==> src/rtl/updown_mod_counter.sv <==
// Purpose : synchronous up/down counter, range 0..MOD-1, with step, load, clear and wrap/saturate policy.
// Latency : q, ovf and unf update one clk edge after the controlling inputs; tc is combinational from q and mode.
// Backpressure: none; en gates counting and the block accepts a new command on every cycle.
//
// Ports:
//   clk, rst      - clock and asynchronous active-high reset (q=0, ovf=0, unf=0)
//   clr, load     - synchronous clear / parallel load of din (din clamped to MOD-1)
//   din           - load value
//   en, mode, sat - count enable, direction (1=up, 0=down), boundary policy (1=saturate, 0=wrap)
//   q             - registered count
//   tc            - terminal count for the current direction
//   ovf, unf      - registered one-cycle pulses on up / down boundary events
module updown_mod_counter #(
   parameter int N    = 4,
   parameter int MOD  = 16,
   parameter int STEP = 1
) (
   input  logic         clk,
   input  logic         rst,
   input  logic         clr,
   input  logic         load,
   input  logic [N-1:0] din,
   input  logic         en,
   input  logic         mode,
   input  logic         sat,
   output logic [N-1:0] q,
   output logic         tc,
   output logic         ovf,
   output logic         unf
);

   localparam int MOD_M1  = MOD - 1;
   localparam int DN_WRAP = MOD - STEP;

   // Up-count comparison runs in N+1 bits so q+STEP cannot alias when MOD=2**N.
   localparam logic [N:0]   STEP_X  = STEP[N:0];
   localparam logic [N:0]   MAX_X   = MOD_M1[N:0];
   localparam logic [N-1:0] MAX_Q   = MOD_M1[N-1:0];
   localparam logic [N-1:0] MOD_LO  = MOD[N-1:0];
   localparam logic [N-1:0] STEP_LO = STEP[N-1:0];
   localparam logic [N-1:0] DNW_LO  = DN_WRAP[N-1:0];

   logic [N-1:0] q_q, q_d;
   logic         ovf_q, ovf_d;
   logic         unf_q, unf_d;

   logic [N:0]   q_ext;
   logic [N:0]   up_sum;

   always_comb begin
      q_ext  = {1'b0, q_q};
      up_sum = q_ext + STEP_X;

      q_d   = q_q;
      ovf_d = 1'b0;
      unf_d = 1'b0;

      if (clr) begin
         q_d = '0;
      end else if (load) begin
         q_d = ({1'b0, din} > MAX_X) ? MAX_Q : din;
      end else if (en) begin
         if (mode) begin
            if (up_sum <= MAX_X) begin
               q_d = up_sum[N-1:0];
            end else begin
               // Every blocked or clamped attempt is an overflow event, even at MOD-1 already.
               ovf_d = 1'b1;
               // Results stay below MOD <= 2**N, so wrap arithmetic is exact in N bits.
               q_d   = sat ? MAX_Q : (up_sum[N-1:0] - MOD_LO);
            end
         end else begin
            if (q_ext >= STEP_X) begin
               q_d = q_q - STEP_LO;
            end else begin
               unf_d = 1'b1;
               q_d   = sat ? '0 : (q_q + DNW_LO);
            end
         end
      end
   end

   always_ff @(posedge clk or posedge rst) begin
      if (rst) begin
         q_q   <= '0;
         ovf_q <= 1'b0;
         unf_q <= 1'b0;
      end else begin
         q_q   <= q_d;
         ovf_q <= ovf_d;
         unf_q <= unf_d;
      end
   end

   assign q   = q_q;
   assign ovf = ovf_q;
   assign unf = unf_q;
   assign tc  = mode ? (q_q == MAX_Q) : (q_q == '0);

endmodule

==> config.mk <==
export PLATFORM = sky130hd
export DESIGN_NAME = updown_mod_counter
export DESIGN_NICKNAME = d
export VERILOG_FILES = /design/src/rtl/updown_mod_counter.sv
export SDC_FILE = /design/constraint.sdc
export NUM_CORES = 1
export LEC_CHECK = 0
export BUFFER_PORTS_ARGS = -buffer_cell sky130_fd_sc_hd__buf_2
export CORE_AREA = 2 2 39 41
export DETAILED_ROUTE_END_ITERATION = 6
export DIE_AREA = 0 0 41 43
export GPL_ROUTABILITY_DRIVEN = 0
export PLACE_DENSITY = 0.63
export SYNTH_ARGS = -nofsm -noshare
export SYNTH_HDL_FRONTEND = slang
export SYNTH_SLANG_ARGS = --single-unit
==> constraint.sdc <==
create_clock -name clk -period 1.81 [get_ports clk]
set_input_delay 0.543 -clock clk [delete_from_list [all_inputs] [get_ports clk]]
set_output_delay 0.543 -clock clk [all_outputs]
set_load 0.1 [all_outputs]
==> Yosys cells after proc, flatten, opt, wreduce, memory -nomap -nowiden <==
Cells that the tools add are included.
{ "op_classes": {"n_eq_ne": 1, "magnitude_cmp": 2, "reduce_logical": 2, "addsub": 3, "mux": 19} }
{ "op_table": {"columns": ["op", "n"], "rows": [
  ["two-way mux 4 bit", 8],
  ["two-way mux 1 bit", 11],
  ["adder 4 x 1 -> 5 bit (second input constant)", 1],
  ["<= comparator 5 x 4 -> 1 bit (second input constant)", 1],
  ["adder 4 bit (second input constant)", 1],
  ["== test 4 bit (second input constant)", 1],
  ["greater-or-equal comparator 4 x 1 -> 1 bit (second input constant)", 1],
  ["logical NOT 4 bit", 1],
  ["subtractor 4 x 1 -> 4 bit (second input constant)", 1],
  ["nonzero test 3 bit", 1]
]} }
{ "word_totals": {"regBits": 6, "out_inout_bits": 7, "elab_cells": 30} }

==> Depth between registers and ports, before layout <==
Gate-level depths: netlist of the first run.
{ "depth": {"depth_word": 7, "mapped_depth": 6, "depth_no_buf": 6} }

==> Least setup slack after synthesis of the first run <==
No wires, ideal clock.
{ "synth_path": {"path_type": "flip-flop to output port", "from": "register q_q[0], in the netlist q[0]", "to": "output tc", "n_path_buf": 0, "path_slack_ns": -1.010, "required_ns": 1.267, "arrival_ns": 2.277, "stages_incl_launch_ff": 5, "path_cell_list": "dfrtp_1 inv_1 ha_1 nor2b_1 a22o_1"} }
{ "synth_between": {"elab_chain_len": 2} }
{ "synth_lines": {"columns": ["item", "line_no", "text"], "rows": [
  ["start: declaration", "43", "logic [N-1:0] q_q, q_d;"],
  ["start signal: assignment", "89", "q_q <= q_d;"],
  ["== test 4 bit or logical NOT 4 bit (tied branches)", "98", "assign tc = mode ? (q_q == MAX_Q) : (q_q == '0);"],
  ["two-way mux 1 bit *", "98", null],
  ["end: declaration", "27", "output logic tc,"]
]} }
Every way passes the cells marked *; elsewhere a longest branch is shown, timed or not.

==> Final worst setup path of the first run <==
{ "layout_path": {"from": "register q_q[1], in the netlist q[1]", "to": "output tc"} }
The elaborated chain is that of the path after synthesis.

==> key figures, run 1 <==
Place
  • HPWL after detailed placement: 1.14 mm
  • IO buf count: 17
  • Placed insts: 103

Finish
  • NumNets Final: 113
  • Seq. cell area: 160 sq um
  • Final Util: 62.7%
  • Share of post-route cells with drive strength above 1: 53.1%
  • Most frequent cells in the layout: 15 x buf_4, 14 x buf_2, 6 x nor2_1, 6 x a21oi_1, 5 x nand2_1
  • N_diodes: 0
  • Most common cell after layout, fill and taps aside: buf_4
  • Area growth, synth to finish: 60.6%
  • Area occupied by multi-input gates: 412 sq um
  • FILL cells: 132
  • Final Non-Filler Cells: 112

Worst setup path
  • Worst setup path endpoint: tc
  • Crit Path Category: flop to output port
  • WP data arrival: 1440 ps
  • Delay-heaviest family, CP: flip-flops
  • Worst-path cell chain: inv_4 > ha_4 > nor2b_4 > a22o_4 > buf_12
  • R2R setup slack: -60 ps
  • CP bufs+invs: 2
  • Required time worst endpoint: 1270 ps
  • WP depth: 5
  • Critical path's largest stage delay: 460 ps
  • CP endpoint kind: output port
  • Reg2Reg Depth: 6
  • Setup crit start kind: flop
  • Worst Setup SP: q[1]
  • Crit Path Max Fanout: 6
  • R2r startpoint: q[0]
  • Reg2reg end: q[1]
  • Worst path slowest cell: dfrtp_4

Global routing
  • Vias in the first global route: 610
  • Largest net degree at the start of global routing: 13
  • All-Layer GR Usage: 22.0%
  • First-pass GRT wire length: 2.63 mm
  • GRT overflow: 0
  • Initial antenna violation count: 0

Logic synthesis
  • Sequential share of the synthesized area: 27.8%
  • Cell taking the most area after synthesis: dfrtp_1
  • Ys Warns: 0
  • Post-Syn Nets: 80
  • Yosys cell types: 31
  • Area contributors post-synth: dfrtp_1 28%, ha_1 9.3%, a21oi_1 5.6%
  • Synth top area share: 27.8%
  • Post-Syn Area: 541 sq um
  • Syn Inst Count: 65
  • #FFs+latches synth: 6
  • Mean Syn Cell Area: 8.32 sq um

Detailed routing
  • Initial drt markers: 22
  • Drt pass-1 iters: 4
  • Detail Route Antenna Nets: 0
  • Avg WL per Cell: 14.9 um
  • Routed vias: 650
  • Routed WL: 1.67 mm
  • DRC errors left: 0
  • Vias per inst: 5.80

CTS
  • Clk_lat worst skew: 250 ps
  • CTS Buf Count: 3
  • Clock transition at the registers of the reported paths: 50 ps
  • CTS Buffer Depth: 2
  • Clk root buf: clkbuf_4
  • H-tree depth: 1
  • Clock Sinks: 6
  • CTS tree: yes

Outcome
  • Status: finished with violations
  • Failing checks: setup timing

Worst hold path
  • Hold crit path type: primary input to async pin

Floorplanning
  • Die W: 41 um
  • Die area: 1760 sq um
  • Core outline area: 1380 sq um
  • Number of core rows: 14
  • Io pins: 18
  • Height of the die: 43 um
  • Starting density of the core: 39.1%

Power and ir drop
  • P_leak: 0.407 nW
  • Peak supply drop: 304 uV
  • PwrDens: 652 nW/um^2

STA
  • Slew @ Worst Pin: 485 ps
  • Worst setup margin: -169 ps
  • Final setup fails: 2
  • Min cycle time layout: 1980 ps
  • Final period utilization: 109%
  • RSZ-0062 raised after global routing: true
  • Fin Clk Skew: 6.15 ps
  • Slew headroom: 67.9%
  • Max Slew Vio Count: 0
  • Final Hold Fails: 0
  • Fmax: 0.505 GHz

Run
  • Maxcap violations: 0
layer usage:
metal  track usage [%]  share of wire (%)  routed length, um  vias to the layer above
met4              14.0                1.2                 20                        0
li1                  -                  -                  -                      306
met2              34.1                 52                865                       35
met1              27.5                 41                679                      305
met3              2.09                6.3                105                        4
met5                 0                  0                  0                        -
stage by stage:
step	power, mW	area [sq um]	TNS, ps	hold WS, ps	setup slack (ps)
2_1_floorplan	0.324	584	-185	334	-103
3_3_place_gp	0.397	763	0	468	5.07
3_5_place_dp	0.400	763	-7.26	480	-6.84
4_1_cts	0.543	826	-164	216	-164
5_1_grt	0.595	868	-402	234	-199
6_report	0.567	868	-233	217	-169
worst reg2reg max path, stage by stage, from the launching register on:
cell and delay (ps):
dfrtp_4 500, buf_4 170, ha_4 170, nor4b_4 340
a211oi_2 130, a2111oi_2 330, a211oi_1 110
cell usage after synthesis:
cell type,count
ha_1,4
clkbuf_1,2
o31ai_1,1
and3b_2,1
nor3_1,1
nand2b_1,1
o21ai_1,2
nand3_1,3
nor3b_1,4
nor4b_2,1
dfrtp_1,6
nand4_1,2
maj3_1,1
inv_1,4
a211oi_1,2
o41ai_1,1
and3_2,1
o22ai_2,1
xor2_1,1
nor2b_1,1
a22o_1,1
a31oi_1,1
buf_2,1
nand2_1,5
buf_6,1
a21oi_1,6
a2111oi_1,1
or4_1,1
nor2_1,6
o32ai_1,1
a211o_1,1
sequential cells by signal (all words and copies together), names as in the netlist:
register and flops:
unf 1, q 4, ovf 1
area by class of cell:
| class | instances | share of cell area [%] |
|---|---|---|
| multi-input cells | 51 | 47.4 |
| repair buffers | 32 | 26.9 |
| flip-flops and latches | 6 | 18.4 |
| clock buffers | 3 | 2.59 |
| inverters | 4 | 2.31 |
| well taps | 16 | 2.31 |
how the worst min path moves through the flow:
stage	slack, ps	start	to	depth (start not counted)
after floorplan	330	rst	ovf	1
after global placement	470	rst	ovf	2
after detailed placement	480	rst	unf	2
after CTS	220	rst	ovf	2
after global routing	230	rst	ovf	2
final	220	rst	q[0]	2
report_power, final:
part / leakage (nW) / switching [mW] / internal, mW
Combinational: 0.319 / 0.159 / 0.118
Clock: 0.0138 / 0.0525 / 0.0753
Sequential: 0.0744 / 0.0180 / 0.145
logic make-up after synthesis:
group                    count (synthesis)  synth area share [%]
XOR/XNOR                                 1                  1.62
AND/OR/NAND/NOR                         27                  28.9
flip-flops                               6                  27.8
AO/OA/AOI/OAI                           18                  23.4
adder cells (fa/ha/maj)                  5                  11.1
buffers and inverters                    8                  7.17
what timing repair did:
item,CTS,global route
buffers inserted,5,1
hold buffers,0,0
resized for setup,1,6
pin swaps,4,4
setup endpoints to repair,2,6
Power figures use the tool's default switching activity.
==> inputs of run 2 (changes only) <==
--- a/config.mk
+++ b/config.mk
@@ -10,6 +10,7 @@
 export DETAILED_ROUTE_END_ITERATION = 6
 export DIE_AREA = 0 0 41 43
 export GPL_ROUTABILITY_DRIVEN = 0
+export GPL_TIMING_DRIVEN = 0
 export PLACE_DENSITY = 0.63
 export SYNTH_ARGS = -nofsm -noshare
 export SYNTH_HDL_FRONTEND = slang
==> key figures, run 2 (synthesized netlist as in run 1, its figures left out) <==
Worst setup path
  • Required time worst endpoint: 1270 ps
  • Worst-path cell chain: buf_2 > buf_4 > and3_2 > a22o_4 > buf_12
  • Worst path slowest cell: and3_2
  • CP endpoint kind: output port
  • Setup crit start kind: primary input
  • Crit Path Category: primary input to output port
  • Critical path's largest stage delay: 230 ps
  • Delay-heaviest family, CP: buffers and inverters
  • WP data arrival: 1440 ps
  • Crit Path Max Fanout: 10
  • CP bufs+invs: 3

STA
  • RSZ-0062 raised after global routing: true
  • Worst setup margin: -176 ps
  • Slew headroom: 67.3%
  • Fin Clk Skew: 10.2 ps
  • Max Slew Vio Count: 0
  • Fmax: 0.504 GHz
  • Final period utilization: 110%
  • Slew @ Worst Pin: 493 ps
  • Final Hold Fails: 0
  • Final setup fails: 2
  • Min cycle time layout: 1990 ps

Global routing
  • Largest net degree at the start of global routing: 11
  • All-Layer GR Usage: 20.1%
  • Initial antenna violation count: 0
  • Vias in the first global route: 557
  • GRT overflow: 0
  • First-pass GRT wire length: 2.43 mm

Floorplanning
  • Io pins: 18
  • Die W: 41 um
  • Die area: 1760 sq um
  • Core outline area: 1380 sq um
  • Height of the die: 43 um
  • Starting density of the core: 39.1%
  • Number of core rows: 14

Finish
  • N_diodes: 0
  • Most common cell after layout, fill and taps aside: buf_2
  • Area growth, synth to finish: 48.4%
  • Share of post-route cells with drive strength above 1: 47.8%
  • Final Util: 58.0%
  • NumNets Final: 108
  • Most frequent cells in the layout: 13 x buf_2, 9 x buf_4, 6 x a21oi_1
  • Max reg flops: 4

Detailed routing
  • Avg WL per Cell: 13.2 um
  • DRC errors left: 0
  • Vias per inst: 5.56
  • Routed WL: 1.42 mm
  • Routed vias: 601
  • Drt pass-1 iters: 4
  • Initial drt markers: 10
  • Detail Route Antenna Nets: 0

CTS
  • Clk root buf: clkbuf_4
  • CTS Buf Count: 3
  • CTS Buffer Depth: 2
  • Clock transition at the registers of the reported paths: 60 ps
  • CTS tree: yes
  • Clock Sinks: 6
  • Clk_lat worst skew: 260 ps
  • H-tree depth: 1

Worst hold path
  • Hold crit path type: primary input to async pin

Power and ir drop
  • Peak supply drop: 348 uV
  • Tot Pwr: 545 uW
  • P_leak: 0.367 nW
  • PwrDens: 680 nW/um^2

Place
  • IO buf count: 16
  • HPWL after detailed placement: 1.05 mm

Outcome
  • Status: finished with violations
  • Failing checks: setup timing

Run
  • Maxcap violations: 0
==> run 2: cell types whose count changed in the layout (fill, tap and decap cells not counted), sizes merged <==
cell and delta:
clkbuf +4, buf -8
==> run 2: path summary, 6_finish.rpt <==
| path | end | slack, ps | start | cells past startpoint |
|---|---|---|---|---|
| setup / recovery | tc | -180 | mode | 5 |
| hold / removal | q[1] | 190 | rst | 2 |
| setup reg to reg | q[1] | -70 | q[0] | 6 |
| hold reg to reg | ovf | 670 | q[3] | 2 |
| max in group asynchronous | q[2] | 1400 | rst | 2 |
| min in group clk | q[1] | 510 | clr | 2 |
==> run 2: cell type report <==
class / count / area [sq um]
Fill cell: 127 / 582
Multi-Input combinational cell: 51 / 397
Sequential cell: 6 / 160
Timing Repair Buffer: 23 / 153
Clock buffer: 4 / 26.3
Buffer: 4 / 26.3
Inverter: 4 / 20.0
Tap cell: 16 / 20.0
==> run 2: per-layer routing <==
metal  up-vias  wire length, um  track usage [%]
met5         -                0                0
met3         0               91             7.85
met1       290              621             25.4
li1        293                -                -
met2        18              711             32.2
met4         0                0             2.00
==> run 2: worst register-to-register path: stages (launching register included) <==
cell       delay [ps]
dfrtp_4           510
buf_4             160
ha_2              200
nor4b_4           300
a211oi_1          120
a2111oi_1         340
a211oi_1          120
==> run 2: through the flow <==
step                      instances  worst slack, ps  area [sq um]  TNS, ps  hold slack, ps
after floorplan                  65             -103           584     -185             334
after global placement           97             -325           684     -385             461
after detailed placement         97             -334           684     -369             468
after CTS                       107             -178           790     -252             193
after global routing            108             -215           802     -444             213
final                           108             -176           802     -246             188
==> run 2: timing repair <==
action                     4_1_cts  5_1_grt
setup endpoints to repair        2        3
setup buffers                    6        1
hold buffers                     0        0
hold endpoints to repair         0        0
pin swaps                        5        0
resized for setup                9        2
==> run 2: report_power, final <==
group	internal (mW)	total [mW]	switching, mW
combinational	0.0944	0.243	0.148
sequential	0.145	0.160	0.0155
clock	0.0841	0.143	0.0584
==> inputs of run 3 (changes only) <==
--- a/config.mk
+++ b/config.mk
@@ -7,11 +7,13 @@
 export LEC_CHECK = 0
 export BUFFER_PORTS_ARGS = -buffer_cell sky130_fd_sc_hd__buf_2
 export CORE_AREA = 2 2 39 41
+export CTS_BUF_LIST = sky130_fd_sc_hd__clkbuf_8
 export DETAILED_ROUTE_END_ITERATION = 6
 export DIE_AREA = 0 0 41 43
 export GPL_ROUTABILITY_DRIVEN = 0
 export GPL_TIMING_DRIVEN = 0
 export PLACE_DENSITY = 0.63
+export SKIP_CTS_REPAIR_TIMING = 1
 export SYNTH_ARGS = -nofsm -noshare
 export SYNTH_HDL_FRONTEND = slang
 export SYNTH_SLANG_ARGS = --single-unit
==> key figures, run 3 (synthesized netlist as in run 1, its figures left out) <==
Worst hold path
  • Hold crit path type: primary input to async pin

Finish
  • Share of post-route cells with drive strength above 1: 44.4%
  • Most frequent cells in the layout: 15 x buf_2, 6 x nor2_1, 6 x buf_4, 6 x a21oi_1, 5 x nand2_1
  • Area growth, synth to finish: 47.2%
  • Most common cell after layout, fill and taps aside: buf_2
  • FILL cells: 137
  • N_diodes: 0
  • Final Util: 57.5%
  • NumNets Final: 106
  • Max reg flops: 4

Outcome
  • Failing checks: setup timing
  • Status: finished with violations

Detailed routing
  • Metal2 WL: 676 um
  • Met3 WL: 62 um
  • Initial drt markers: 5
  • Vias per inst: 5.54
  • Detail Route Antenna Nets: 0
  • M1 WL: 657 um
  • DRC errors left: 0
  • Drt pass-1 iters: 4
  • Routed vias: 587
  • Avg WL per Cell: 13.2 um
  • Routed WL: 1.40 mm
  • Uppermost layer routed: met3

Global routing
  • GRT overflow: 0
  • Vias in the first global route: 517
  • First-pass GRT wire length: 2.26 mm
  • All-Layer GR Usage: 18.5%
  • Largest net degree at the start of global routing: 11
  • Initial antenna violation count: 0

STA
  • Final setup fails: 1
  • Slew @ Worst Pin: 493 ps
  • RSZ-0062 raised after global routing: true
  • Final Hold Fails: 0
  • Worst setup margin: -178 ps
  • Slew headroom: 67.4%
  • Hold slack: 227 ps
  • Final period utilization: 110%
  • Fin Clk Skew: 2.99 ps
  • Max Slew Vio Count: 0
  • Min cycle time layout: 1990 ps
  • Fmax: 0.503 GHz

CTS
  • CTS Buffer Depth: 2
  • Clock Sinks: 6
  • Clk_lat worst skew: 220 ps
  • Clock transition at the registers of the reported paths: 40 ps
  • CTS tree: yes
  • CTS Buf Count: 3
  • Clk root buf: clkbuf_8
  • H-tree depth: 1

Floorplanning
  • Number of core rows: 14
  • Height of the die: 43 um
  • Die area: 1760 sq um
  • Io pins: 18
  • Core outline area: 1380 sq um
  • Starting density of the core: 39.1%
  • Die W: 41 um

Worst setup path
  • R2r startpoint: q[0]
  • Critical path's largest stage delay: 230 ps
  • Setup crit start kind: primary input
  • Worst path slowest cell: and3_2
  • Worst-path cell chain: buf_2 > buf_4 > and3_2 > a22o_4 > buf_12
  • Crit Path Category: primary input to output port
  • WP data arrival: 1440 ps
  • Crit Path Max Fanout: 10
  • Reg2Reg Depth: 5
  • R2R setup slack: 40 ps
  • Reg2reg end: q[1]
  • Required time worst endpoint: 1270 ps
  • CP endpoint kind: output port

Place
  • IO buf count: 16
  • HPWL after detailed placement: 1.05 mm

Power and ir drop
  • P_leak: 0.370 nW
  • Peak supply drop: 690 uV
  • PwrDens: 758 nW/um^2

Run
  • Maxcap violations: 0
## run 3: cell types whose count changed in the layout (fill, tap and decap cells not counted), sizes merged
cell	previous run	this run
buf	24	23
inv	4	5
clkbuf	7	5
## run 3: worst max path at each step
stage               cells past startpoint  slack [ps]  end  from
finish                                  5        -180   tc  mode
global route                            5        -210   tc  q[1]
CTS                                     5        -470   tc  q[1]
detailed placement                      5        -330   tc  mode
global placement                        5        -330   tc  mode
floorplan                               4        -100   tc  q[1]
## run 3: critical path, delay by kind of cell
| family | cells | cell delay, ps |
|---|---|---|
| compound gates | 1 | 220 |
| buf+inv | 3 | 450 |
| simple gates | 1 | 230 |
## run 3: metal layers
metal / GRT usage, % / vias to the layer above
met4: 0 / 0
met5: 0 / -
met1: 25.1 / 284
li1: - / 290
met3: 7.85 / 0
met2: 28.7 / 13
## run 3: area by class of cell
cell class              instances  area (sq um)  area share (%)
clock buffers                   3          41.3            5.19
multi-input cells              51           392            49.2
clock inverters                 1          3.75           0.472
inverters                       4          20.0            2.52
repair buffers                 21           133            16.7
flip-flops and latches          6           160            20.1
well taps                      16          20.0            2.52
plain buffers                   4          26.3            3.30
## run 3: report_power, final
group	leakage, nW	switching [mW]	internal, mW
clock network	0.0269	0.0629	0.146
registers	0.0744	0.0167	0.145
logic	0.269	0.144	0.0876
total	0.370	0.224	0.379
## run 3: stage by stage
stage	worst slack (ps)	TNS [ps]	area [sq um]	power, mW	instances
2_1_floorplan	-103	-185	584	0.324	65
3_3_place_gp	-325	-385	684	0.366	97
3_5_place_dp	-334	-369	684	0.368	97
4_1_cts	-467	-515	729	0.583	101
5_1_grt	-209	-301	796	0.634	106
6_report	-178	-178	796	0.603	106
